`src/rtl/mem_copy_engine_pkg.sv`:
```
// Shared definitions for the memory copy engine: FSM states and memory geometry.
package mem_copy_engine_pkg;

    localparam int unsigned WORD_BYTES = 4;
    localparam int unsigned MEM_WORDS  = 32;

    typedef enum logic [2:0] {
        ST_IDLE,
        ST_CHECK,
        ST_READ,
        ST_WRITE,
        ST_FINISH
    } state_e;

endpackage

```
`src/rtl/mem_copy_engine_if.sv`:
```
// Control handshake plus memory bus of the copy engine.
// master = the engine (bus initiator), slave = control path and memory.
interface mem_copy_engine_if #(
    parameter int ADDR_WIDTH  = 7,
    parameter int DATA_WIDTH  = 32,
    parameter int COUNT_WIDTH = 6
);

    logic                   start;
    logic [ADDR_WIDTH-1:0]  src_addr;
    logic [ADDR_WIDTH-1:0]  dst_addr;
    logic [COUNT_WIDTH-1:0] word_count;
    logic                   busy;
    logic                   done;
    logic                   error;
    logic [ADDR_WIDTH-1:0]  address;
    logic                   MemRead;
    logic                   MemWrite;
    logic [DATA_WIDTH-1:0]  WriteData;
    logic [DATA_WIDTH-1:0]  ReadData;

    modport master (
        input  start, src_addr, dst_addr, word_count, ReadData,
        output busy, done, error, address, MemRead, MemWrite, WriteData
    );

    modport slave (
        output start, src_addr, dst_addr, word_count, ReadData,
        input  busy, done, error, address, MemRead, MemWrite, WriteData
    );

endinterface

```
`src/rtl/mem_copy_engine.sv`:
```
// Forward word-by-word block copy between two regions of data memory.
// Every output is a flop loaded with the value for the state being entered,
// so strobes/pulses line up with the state they belong to.
module mem_copy_engine
    import mem_copy_engine_pkg::*;
#(
    parameter int ADDR_WIDTH  = 7,
    parameter int DATA_WIDTH  = 32,
    parameter int COUNT_WIDTH = 6
) (
    input  logic             clock,
    input  logic             reset,
    mem_copy_engine_if.master bus
);

    // One extra bit over the count so word index + count can never wrap.
    localparam int SUM_W = COUNT_WIDTH + 1;

    state_e                 state_q, state_d;
    logic [ADDR_WIDTH-1:0]  src_ptr_q, src_ptr_d;
    logic [ADDR_WIDTH-1:0]  dst_ptr_q, dst_ptr_d;
    logic [COUNT_WIDTH-1:0] remaining_q, remaining_d;
    logic [DATA_WIDTH-1:0]  data_q, data_d;
    logic [ADDR_WIDTH-1:0]  address_q, address_d;
    logic                   busy_q, busy_d;
    logic                   done_q, done_d;
    logic                   error_q, error_d;
    logic                   mem_read_q, mem_read_d;
    logic                   mem_write_q, mem_write_d;

    logic [SUM_W-1:0]       src_end, dst_end;
    logic                   misaligned, out_of_range;

    // Request validation: word alignment and end-of-block within memory.
    always_comb begin
        src_end      = SUM_W'(src_ptr_q[ADDR_WIDTH-1:2]) + SUM_W'(remaining_q);
        dst_end      = SUM_W'(dst_ptr_q[ADDR_WIDTH-1:2]) + SUM_W'(remaining_q);
        misaligned   = (src_ptr_q[1:0] != 2'b00) || (dst_ptr_q[1:0] != 2'b00);
        out_of_range = (src_end > SUM_W'(MEM_WORDS)) || (dst_end > SUM_W'(MEM_WORDS));
    end

    // Next state plus next registered output values.
    always_comb begin
        state_d     = state_q;
        src_ptr_d   = src_ptr_q;
        dst_ptr_d   = dst_ptr_q;
        remaining_d = remaining_q;
        data_d      = data_q;
        address_d   = address_q;
        busy_d      = busy_q;
        done_d      = 1'b0;
        error_d     = 1'b0;
        mem_read_d  = 1'b0;
        mem_write_d = 1'b0;

        case (state_q)
            ST_IDLE: begin
                if (bus.start) begin
                    src_ptr_d   = bus.src_addr;
                    dst_ptr_d   = bus.dst_addr;
                    remaining_d = bus.word_count;
                    busy_d      = 1'b1;
                    state_d     = ST_CHECK;
                end
            end
            ST_CHECK: begin
                if (misaligned || out_of_range) begin
                    error_d = 1'b1;
                    busy_d  = 1'b0;
                    state_d = ST_IDLE;
                end else if (remaining_q == '0) begin
                    done_d  = 1'b1;
                    busy_d  = 1'b0;
                    state_d = ST_IDLE;
                end else begin
                    mem_read_d = 1'b1;
                    address_d  = src_ptr_q;
                    state_d    = ST_READ;
                end
            end
            ST_READ: begin
                // The captured word is also the registered WriteData of the next cycle.
                data_d      = bus.ReadData;
                mem_write_d = 1'b1;
                address_d   = dst_ptr_q;
                state_d     = ST_WRITE;
            end
            ST_WRITE: begin
                src_ptr_d   = src_ptr_q + ADDR_WIDTH'(WORD_BYTES);
                dst_ptr_d   = dst_ptr_q + ADDR_WIDTH'(WORD_BYTES);
                remaining_d = remaining_q - COUNT_WIDTH'(1);
                if (remaining_q == COUNT_WIDTH'(1)) begin
                    done_d  = 1'b1;
                    busy_d  = 1'b0;
                    state_d = ST_FINISH;
                end else begin
                    mem_read_d = 1'b1;
                    address_d  = src_ptr_q + ADDR_WIDTH'(WORD_BYTES);
                    state_d    = ST_READ;
                end
            end
            ST_FINISH: begin
                state_d = ST_IDLE;
            end
            default: begin
                busy_d  = 1'b0;
                state_d = ST_IDLE;
            end
        endcase
    end

    // State and output registers with synchronous reset.
    always_ff @(posedge clock) begin
        if (reset) begin
            state_q     <= ST_IDLE;
            src_ptr_q   <= '0;
            dst_ptr_q   <= '0;
            remaining_q <= '0;
            data_q      <= '0;
            address_q   <= '0;
            busy_q      <= 1'b0;
            done_q      <= 1'b0;
            error_q     <= 1'b0;
            mem_read_q  <= 1'b0;
            mem_write_q <= 1'b0;
        end else begin
            state_q     <= state_d;
            src_ptr_q   <= src_ptr_d;
            dst_ptr_q   <= dst_ptr_d;
            remaining_q <= remaining_d;
            data_q      <= data_d;
            address_q   <= address_d;
            busy_q      <= busy_d;
            done_q      <= done_d;
            error_q     <= error_d;
            mem_read_q  <= mem_read_d;
            mem_write_q <= mem_write_d;
        end
    end

    assign bus.busy      = busy_q;
    assign bus.done      = done_q;
    assign bus.error     = error_q;
    assign bus.address   = address_q;
    assign bus.MemRead   = mem_read_q;
    assign bus.MemWrite  = mem_write_q;
    assign bus.WriteData = data_q;

endmodule

```
`src/flat_wrapper.sv`:
```
// flat-port wrapper written by rule: the top's interface ports become plain ports
module mem_copy_engine_flat import mem_copy_engine_pkg::*;
#(
    parameter int ADDR_WIDTH  = 7,
    parameter int DATA_WIDTH  = 32,
    parameter int COUNT_WIDTH = 6
)
  (clock, reset, bus_start, bus_src_addr, bus_dst_addr, bus_word_count, bus_ReadData, bus_busy, bus_done, bus_error, bus_address, bus_MemRead, bus_MemWrite, bus_WriteData);
  mem_copy_engine_if #(.ADDR_WIDTH(ADDR_WIDTH), .DATA_WIDTH(DATA_WIDTH), .COUNT_WIDTH(COUNT_WIDTH)) bus_i ();
  input  logic clock;
  input  logic reset;
  input wire logic [$bits(bus_i.start)-1:0] bus_start;
  input wire logic [$bits(bus_i.src_addr)-1:0] bus_src_addr;
  input wire logic [$bits(bus_i.dst_addr)-1:0] bus_dst_addr;
  input wire logic [$bits(bus_i.word_count)-1:0] bus_word_count;
  input wire logic [$bits(bus_i.ReadData)-1:0] bus_ReadData;
  output wire logic [$bits(bus_i.busy)-1:0] bus_busy;
  output wire logic [$bits(bus_i.done)-1:0] bus_done;
  output wire logic [$bits(bus_i.error)-1:0] bus_error;
  output wire logic [$bits(bus_i.address)-1:0] bus_address;
  output wire logic [$bits(bus_i.MemRead)-1:0] bus_MemRead;
  output wire logic [$bits(bus_i.MemWrite)-1:0] bus_MemWrite;
  output wire logic [$bits(bus_i.WriteData)-1:0] bus_WriteData;
  assign bus_i.start = bus_start;
  assign bus_i.src_addr = bus_src_addr;
  assign bus_i.dst_addr = bus_dst_addr;
  assign bus_i.word_count = bus_word_count;
  assign bus_i.ReadData = bus_ReadData;
  assign bus_busy = bus_i.busy;
  assign bus_done = bus_i.done;
  assign bus_error = bus_i.error;
  assign bus_address = bus_i.address;
  assign bus_MemRead = bus_i.MemRead;
  assign bus_MemWrite = bus_i.MemWrite;
  assign bus_WriteData = bus_i.WriteData;
  mem_copy_engine #(.ADDR_WIDTH(ADDR_WIDTH), .DATA_WIDTH(DATA_WIDTH), .COUNT_WIDTH(COUNT_WIDTH)) u_core (.clock(clock), .reset(reset), .bus(bus_i));
endmodule
```
`config.mk`:
```
export PLATFORM = sky130hd
export DESIGN_NAME = mem_copy_engine_flat
export DESIGN_NICKNAME = d
export VERILOG_FILES = /design/src/rtl/mem_copy_engine_pkg.sv /design/src/rtl/mem_copy_engine_if.sv /design/src/rtl/mem_copy_engine.sv /design/src/flat_wrapper.sv
export SDC_FILE = /design/constraint.sdc
export NUM_CORES = 1
export LEC_CHECK = 0
export CORE_MARGIN = 2
export CORE_UTILIZATION = 47
export CTS_CLUSTER_DIAMETER = 60
export DETAILED_ROUTE_END_ITERATION = 6
export MAX_ROUTING_LAYER = met4
export PLACE_DENSITY = 0.81
export SYNTH_ARGS = -nofsm -noshare
export SYNTH_HDL_FRONTEND = slang
export SYNTH_SLANG_ARGS = --single-unit
```
`constraint.sdc`:
```
create_clock -name clock -period 3.4 [get_ports clock]
set_input_delay 1.02 -clock clock [delete_from_list [all_inputs] [get_ports clock]]
set_output_delay 1.02 -clock clock [all_outputs]
set_load 0.01 [all_outputs]
```
# Yosys cells after proc, flatten, opt, wreduce, memory -nomap -nowiden
# Index checks and enable logic that the tools add are counted.
[word_totals]
reg_bits = 67
inputBits = 55
output_inout_bits = 44
[op_classes]
addsub = 5
magnitude_cmp = 2
n_eq_ne = 11
mux = 30
bitwise_logic = 2
reduce_logical = 14
[op_table]
columns = ["operator", "n"]
rows = [
  ["$mux 7", 5],
  ["$pmux 7 s2", 2],
  ["$pmux 7 s3", 1],
  ["$add 5x6->7", 2],
  ["$add 7x3->7 const B", 2],
  ["$gt 7x6->1 const B", 2],
  ["$mux 1", 12],
  ["$pmux 3 s4", 1],
  ["$pmux 6 s2", 1],
  ["$mux 3", 3],
  ["$ne 2x2->1 const B", 4],
  ["$reduce_and 4->1", 2],
  ["$eq 3x2->1 const B", 2],
  ["$eq 6x1->1 const B", 1],
  ["$logic_not 6->1", 1],
  ["$mux 6", 1],
  ["$reduce_bool 2->1", 3],
  ["$sub 6x1->6 const B", 1],
  ["$pmux 1 s2", 2],
  ["$pmux 1 s4", 1],
  ["$reduce_or 2->1", 2],
  ["$eq 3x1->1 const B", 1],
  ["$eq 3x3->1 const B", 1],
  ["$logic_not 3->1", 1],
  ["other kinds (7)", 10],
]

# Logic depth before layout (Yosys ltp)
[depth]
depth_word = 6
ltp_mapped = 11

# Worst setup path before layout
# No wires, ideal clock.
[synth_timing]
kind = "register -> register"
startpoint = "register u_core.src_ptr_q[2]"
endpoint = "register u_core.address_q[2] (netlist: u_core.bus.address[2])"
t_arrival_ps = 2649
required_ps = 3279
slack_ps = 630
stages_incl_launch_ff = 12
n_path_buf = 1
synth_period_minus_slack_ps = 2770
cell_sequence = "dfxtp_1 > ha_1 > inv_1 > fa_1 > nand2b_1 > a21oi_1 > xnor2_1 > o32a_1 > nor3_2 > o21a_1 > buf_6 > mux2_4"
[synth_via]
elab_chain_len = 6
word_cells_on_any_way = 11
classes_between = "add/sub (2); order compare (1); eq/ne (1); mux (4); reduce/logical (3)"
[synth_rtl]
columns = ["element", "line", "source"]
rows = [
  ["from (decl)", "mem_copy_engine.sv:20", "logic [ADDR_WIDTH-1:0] src_ptr_q, src_ptr_d;"],
  ["from (signal assigned)", "mem_copy_engine.sv:128", "src_ptr_q <= src_ptr_d;"],
  ["$add 5x6->7", "mem_copy_engine.sv:36", "src_end = SUM_W'(src_ptr_q[ADDR_WIDTH-1:2]) + SUM_W'(remaining_q);"],
  ["$gt 7x6->1", "mem_copy_engine.sv:39", "out_of_range = (src_end > SUM_W'(MEM_WORDS)) || (dst_end > SUM_W'(MEM_WORDS));"],
  ["$logic_or 1x1->1", "mem_copy_engine.sv:39", ""],
  ["$logic_or 1x1->1", "mem_copy_engine.sv:67", "if (misaligned || out_of_range) begin"],
  ["$ne 2x2->1 (no source line)", "n/a", ""],
  ["$reduce_and 4->1 (no source line)", "n/a", ""],
  ["to (signal assigned)", "mem_copy_engine.sv:132", "address_q <= address_d;"],
  ["to (decl)", "mem_copy_engine.sv:24", "logic [ADDR_WIDTH-1:0] address_q, address_d;"],
]
# Parallel ways exist; a longest one is shown, timed or not. The select of a mux whose other input is x is not followed.
# A chain may end at the register's enable or synchronous reset.

# Worst setup path in the final report
# Ends and elaborated chain as after synthesis.

==> impl_metrics.toml <==
[power]
cellPowerDensity_nw_per_um2 = 415
p_leak_uw = 0.00165
ir_drop_mv = 0.274

[sta]
finalWorstSetupSlack_ps = 452
period_minus_slack_ps = 2950
max_freq_mhz = 339
slew_violations = 0
fin_tns_setup_ps = 0
finalSetupViolCount = 0
period_share_pct = 86.7
hold_viol_final = 0
holdWs_ps = 454
finalClockSkew_ps = 11.2
tightest_slew_ps = 839
relSlewSlack_pct = 43.6
rsz0062_at_grt = "no"

[yosys]
syn_avg_cell_area_sq_um = 7.80
syn_nets = 498
syn_area_sq_um = 3330
synth_edf_count = 0
synthTopCellsByArea = "dfxtp_1 (40%), nand2_1 (11%), a21oi_1 (8.9%)"
synth_top_area_cell = "dfxtp_1"
synth-main-ff-cell = "dfxtp_1"
yosysSeqAreaShare_pct = 40.3
yosysWarningCount = 0
yosysTopAreaCellShare_pct = 40.3
synth.ff_latch_count = 67
ys_types = 51
synth_cells = 427
postSynth.asyncResetShare_pct = 0

[clock_tree]
post-cts-setup-buffers = 0
clock-sinks = 67
cts_tree = "yes"
root_buffer = "clkbuf_8"
clk_pin_slew_ps = 80
cts.path.max_buffers = 2
cts-resized-gates = 0
htree_levels = 3
cts_buffers = 9
clkLatencyLatePin_ps = 350
ctsHoldBuffers = 0

[route]
wire_per_inst_microns = 14.7
highest_layer = "met4"
drc = 0
num_vias = 3421
drt-pass1-iter-count = 4
dr_wl_met3_microns = 708
drt_iter0_markers = 222
met1Wirelength_mm = 4.04
dr_wl_met2_mm = 4.20
wl_mm = 9.10
final_antenna_net_count = 0
via_per_inst = 5.51

[placement]
placed_area_sq_um = 4390
dp_hpwl_mm = 6.51
io_buffer_count = 98
gp_congestion = 0.963
post-place-ws_ps = 479

[critical_path]
cp-end-kind = "register"
crit_arrival_ps = 3190
cp_data_required_time_ps = 3650
worstSetupStartpointType = "register"
path_class = "reg -> reg"
crit_fanout = 8

[floorplanning]
initial_utilization_pct = 48.7
fp.dieW_microns = 88.2
core_area_sq_um = 6830
io_pins = 99
die_h_microns = 88.2
die-area_sq_um = 7770
rows = 30

[global_route]
grt_max_degree = 39
antenna_found_initial = 0
grt-ovfl-total = 0
grt_use_total_pct = 25.5
grt_pass1_vias = 3250
grt_pass1_wl_mm = 15.0

[finish]
drive_gt1_share_pct = 5.90
diodes = 0
fin_area_sq_um = 4590
finalNetCount = 591
syn_to_final_growth_pct = 38.0
final_common_cell = "nand2_1"
mostFrequentLayoutCells = "nand2_1 (98), clkdlybuf4s50_1 (97), dfxtp_1 (67), a21oi_1 (59), nor2_1 (36)"

[run_status]
status = "complete, no violations"

[hold_path]
hp-class = "reg -> reg"

[job]
drv_cap = 0
-- flip-flops by register name, indices dropped and copies added, names as in the netlist --
register and flops:
u_core.bus.address 7, u_core.bus.error 1, u_core.bus.MemRead 1, u_core.dst_ptr_q 7
u_core.bus.WriteData 32, u_core.bus.busy 1, u_core.remaining_q 6, u_core.src_ptr_q 7
u_core.state_q 3, u_core.bus.MemWrite 1, u_core.bus.done 1
-- metrics by stage --
stage | power [uW] | instances | util [%]
floorplan | 1080 | 427 | -
global placement | 1220 | 605 | 64.3
detailed placement | 1230 | 605 | 64.3
CTS | 1910 | 621 | 67.3
global route | 1990 | 621 | 67.3
finish | 1900 | 621 | 67.3
-- report_power, final --
| group | switching [uW] | internal [uW] | total, uW |
|---|---|---|---|
| Combinational | 175 | 179 | 353 |
| Clock | 308 | 378 | 686 |
| Sequential | 45.1 | 821 | 866 |
-- routing by layer --
metal / up-vias / global-route usage [%]
met4: 0 / 8.54
met5: - / -
met2: 128 / 38.2
li1: 1690 / -
met3: 15 / 7.63
met1: 1588 / 32.8
-- cell families (layout without fill, tap and decap cells) --
| family | count (synthesis) | in the layout | synth area share (%) |
|---|---|---|---|
| and+or+nand+nor | 178 | 178 | 23.1 |
| AOI/OAI and AO/OA | 118 | 118 | 22.5 |
| xor gates and xnor gates | 6 | 6 | 1.58 |
| DFF | 67 | 67 | 40.3 |
| buffers and inverters | 37 | 135 | 4.43 |
| muxes | 5 | 5 | 1.65 |
| adders and majority gates | 16 | 16 | 6.46 |
-- final cells by class --
type	count	area (sq um)
clock inverters	4	48.8
well taps	96	120
multi-input cells	323	1850
fillers	601	2240
flip-flops and latches	67	1340
inverters	14	52.6
repair buffers	105	1030
clock buffers	12	155
-- path summary, 6_finish.rpt --
check / depth (start not counted) / endpoint / slack (ps) / startpoint
setup reg to reg: 10 / u_core.bus.address[2] / 450 / u_core.src_ptr_q[2]
hold reg to reg: 2 / u_core.bus.WriteData[25] / 450 / u_core.bus.WriteData[25]
setup / recovery: 10 / u_core.bus.address[2] / 450 / u_core.src_ptr_q[2]
hold / removal: 2 / u_core.bus.WriteData[25] / 450 / u_core.bus.WriteData[25]
-- cells in the mapped netlist (2+ instances only) --
| master | count |
|---|---|
| mux2i_1 | 4 |
| nor2_1 | 37 |
| inv_1 | 13 |
| o211ai_1 | 3 |
| nor3b_1 | 4 |
| a31oi_1 | 6 |
| a211oi_1 | 4 |
| a21oi_1 | 59 |
| nor3_1 | 11 |
| nand3_1 | 7 |
| o2111ai_1 | 2 |
| dfxtp_1 | 67 |
| nand3b_1 | 2 |
| o211a_1 | 3 |
| clkbuf_1 | 21 |
| xnor2_1 | 4 |
| fa_1 | 2 |
| o21ai_0 | 14 |
| o21a_1 | 2 |
| o221ai_1 | 3 |
| nor4_1 | 3 |
| a311oi_1 | 3 |
| a32oi_1 | 3 |
| nand4_1 | 2 |
| a221oi_1 | 6 |
| and3_1 | 2 |
| nor2b_1 | 2 |
| nand2b_1 | 4 |
| xor2_1 | 2 |
| nand2_1 | 98 |
| ha_1 | 14 |
-- worst max-delay path, cell delays in order, from the launching register on --
cell and delay [ps]:
dfxtp_1 480, ha_1 220, inv_1 60, fa_1 390
nand2b_1 160, a21oi_1 210, xnor2_1 100, o32a_1 370
nor3_2 150, o21a_1 380, mux2_4 330
No activity file was read; power rests on OpenSTA's default activity.
==> RTL change: new RTL, same flow settings <==
`COUNT_WIDTH` is set to 6 in 3 places; all go to 12.
--- a/src/rtl/mem_copy_engine_if.sv
+++ b/src/rtl/mem_copy_engine_if.sv
@@ -5,3 +5,3 @@
     parameter int DATA_WIDTH  = 32,
-    parameter int COUNT_WIDTH = 6
+    parameter int COUNT_WIDTH = 12
 );
--- a/src/rtl/mem_copy_engine.sv
+++ b/src/rtl/mem_copy_engine.sv
@@ -8,3 +8,3 @@
     parameter int DATA_WIDTH  = 32,
-    parameter int COUNT_WIDTH = 6
+    parameter int COUNT_WIDTH = 12
 ) (
--- a/src/flat_wrapper.sv
+++ b/src/flat_wrapper.sv
@@ -5,3 +5,3 @@
     parameter int DATA_WIDTH  = 32,
-    parameter int COUNT_WIDTH = 6
+    parameter int COUNT_WIDTH = 12
 )
Ports: changed (resized bus_word_count); port bits go from 99 to 105. The function was not compared with the original's and may differ.
==> RTL change against the unedited design <==
  * Cell area grew 16%
  * Setup slack worse by 0.25 ns
  * Total power up 9.9%
  * Routed wire length rose by 25%
  * Non-clock buffer count increased by 9
  * Synthesized area rose by 20%
  * Sequential cell count rose by 6
  * Largest power group unchanged
  * Die area rose by 19%
  * Sequential power up 8.3%
==> RTL change: results (changes against the unedited design) <==
Cells and area
  • Fraction of the core area covered by cells at the end of the flow: 64.6% (-2.6 points)
  • Final net count: 672 (+14%)
  • Filler instances: 704 (+17%)
  • Share of layout cells above drive strength 1: 9.00% (+3.1 points)

Yosys
  • Top cells by count, synth: 99 x nand2_1, 73 x dfxtp_1, 67 x a21oi_1
  • Top cells by area in the synthesized netlist: dfxtp_1 37%, nand2_1 9.3%, a21oi_1 8.4%, ha_1 4.4%, nor2_1 4.3%
  • Number of different library cells in the post-synthesis netlist: 63 (+24%)
  • Portion of the post-synthesis area used by sequential elements: 36.7% (-3.6 points)

Worst setup path
  • Maximum fanout encountered on the critical timing path: 7 (-1)
  • Data arrival time at the worst-slack endpoint: 3.43 ns (+0.24 ns)
  • Critical Path Sink: u_core.bus.address[0]$_SDFFE_PP0P_
  • Reg-to-reg critical path startpoint: u_core.remaining_q[0]$_SDFFE_PP0P_

Placed design
  • Post-detailed-placement cell area: 5080 sq um (+16%)
  • Weighted congestion at the end of routability-driven global placement: 0.911 (-5.4%)
  • Placement Setup Slack: 0.250 ns (-0.229 ns)
  • Final HPWL DP: 8320 microns (+28%)

GRT
  • Antenna violations before repair: 0 (unchanged)
  • Largest net degree at the start of global routing: 36 (-7.7%)
  • Vias in the first global route: 3682 (+13%)
  • Wire length of the first global-routing pass: 17900 microns (+19%)
  • Overall Global Routing Usage: 25.6% (+0.066 points)

Routing
  • Total wire length: 11300 microns (+25%)
  • Average vias per placed instance: 5.80 (+5.3%)
  • First-pass iteration count of the detailed router: 5 (+1)
  • Drt initial violations: 244 (+9.9%)

Power and ir drop
  • Reported leakage power: 1.96 nW (+19%)

Hold path
  • Hold EP: u_core.bus.WriteData[2]$_SDFFE_PP0P_

STA
  • PnR worst setup slack: 0.205 ns (-0.247 ns)

Status
  • Status: finished, final reports clean
## RTL change: cell types whose count changed after synthesis, sizes merged, moves of 5 or more
cell / change
a21oi: +8
a221oi: +5
and2b: +7
and3: +5
dfxtp: +6
mux2: +6
nand3: +9
nor2: +9
nor3: +5
o211ai: +6
o22ai: +6
## RTL change: through the flow
stage	total power, mW	cells
CTS	2.10	705
floorplan	1.17	500
finish	2.09	705
global route	2.19	705
global placement	1.31	689
detailed placement	1.32	689
## RTL change: power breakdown
| group | switching [mW] | internal [mW] | total [mW] |
|---|---|---|---|
| logic | 0.187 | 0.186 | 0.372 |
| clock network | 0.347 | 0.436 | 0.783 |
| registers | 0.0516 | 0.886 | 0.938 |
| total | 0.585 | 1.51 | 2.09 |
## RTL change: cells by family after synthesis
family	synth area share (%)
simple gates	25.1
compound gates	24.7
flops	36.7
buf+inv	4.68
fa+ha+maj	5.41
mux	2.89
xor+xnor	0.440
## RTL change: routing by layer
layer  global-route usage [%]  share of wire (%)  up-vias  wire [microns]
li1                         -                  -     1983               -
met3                     4.62                5.7       33             642
met4                     10.8                3.3        0             371
met1                     33.7                 44     1917            5030
met2                     38.4                 47      158            5300
met5                        -                  0        -               0
## RTL change: area by class of cell
class | count | area share (%)
inverter | 11 | 0.778
multi-input combinational | 386 | 44.0
sequential | 73 | 27.5
tap | 105 | 2.47
clock inverter | 6 | 1.70
clock buffer | 10 | 2.59
timing repair buffer | 114 | 20.9
## RTL change: worst max-delay path: stages, from the launching register on
cell and delay, ns:
dfxtp_1 0.39, ha_1 0.29, fa_1 0.45, xor2_1 0.19
a2111oi_4 0.28, o211ai_1 0.15, o21ai_1 0.19, nand3_2 0.14
a2111oi_4 0.51, o21ai_4 0.17, mux2_4 0.32
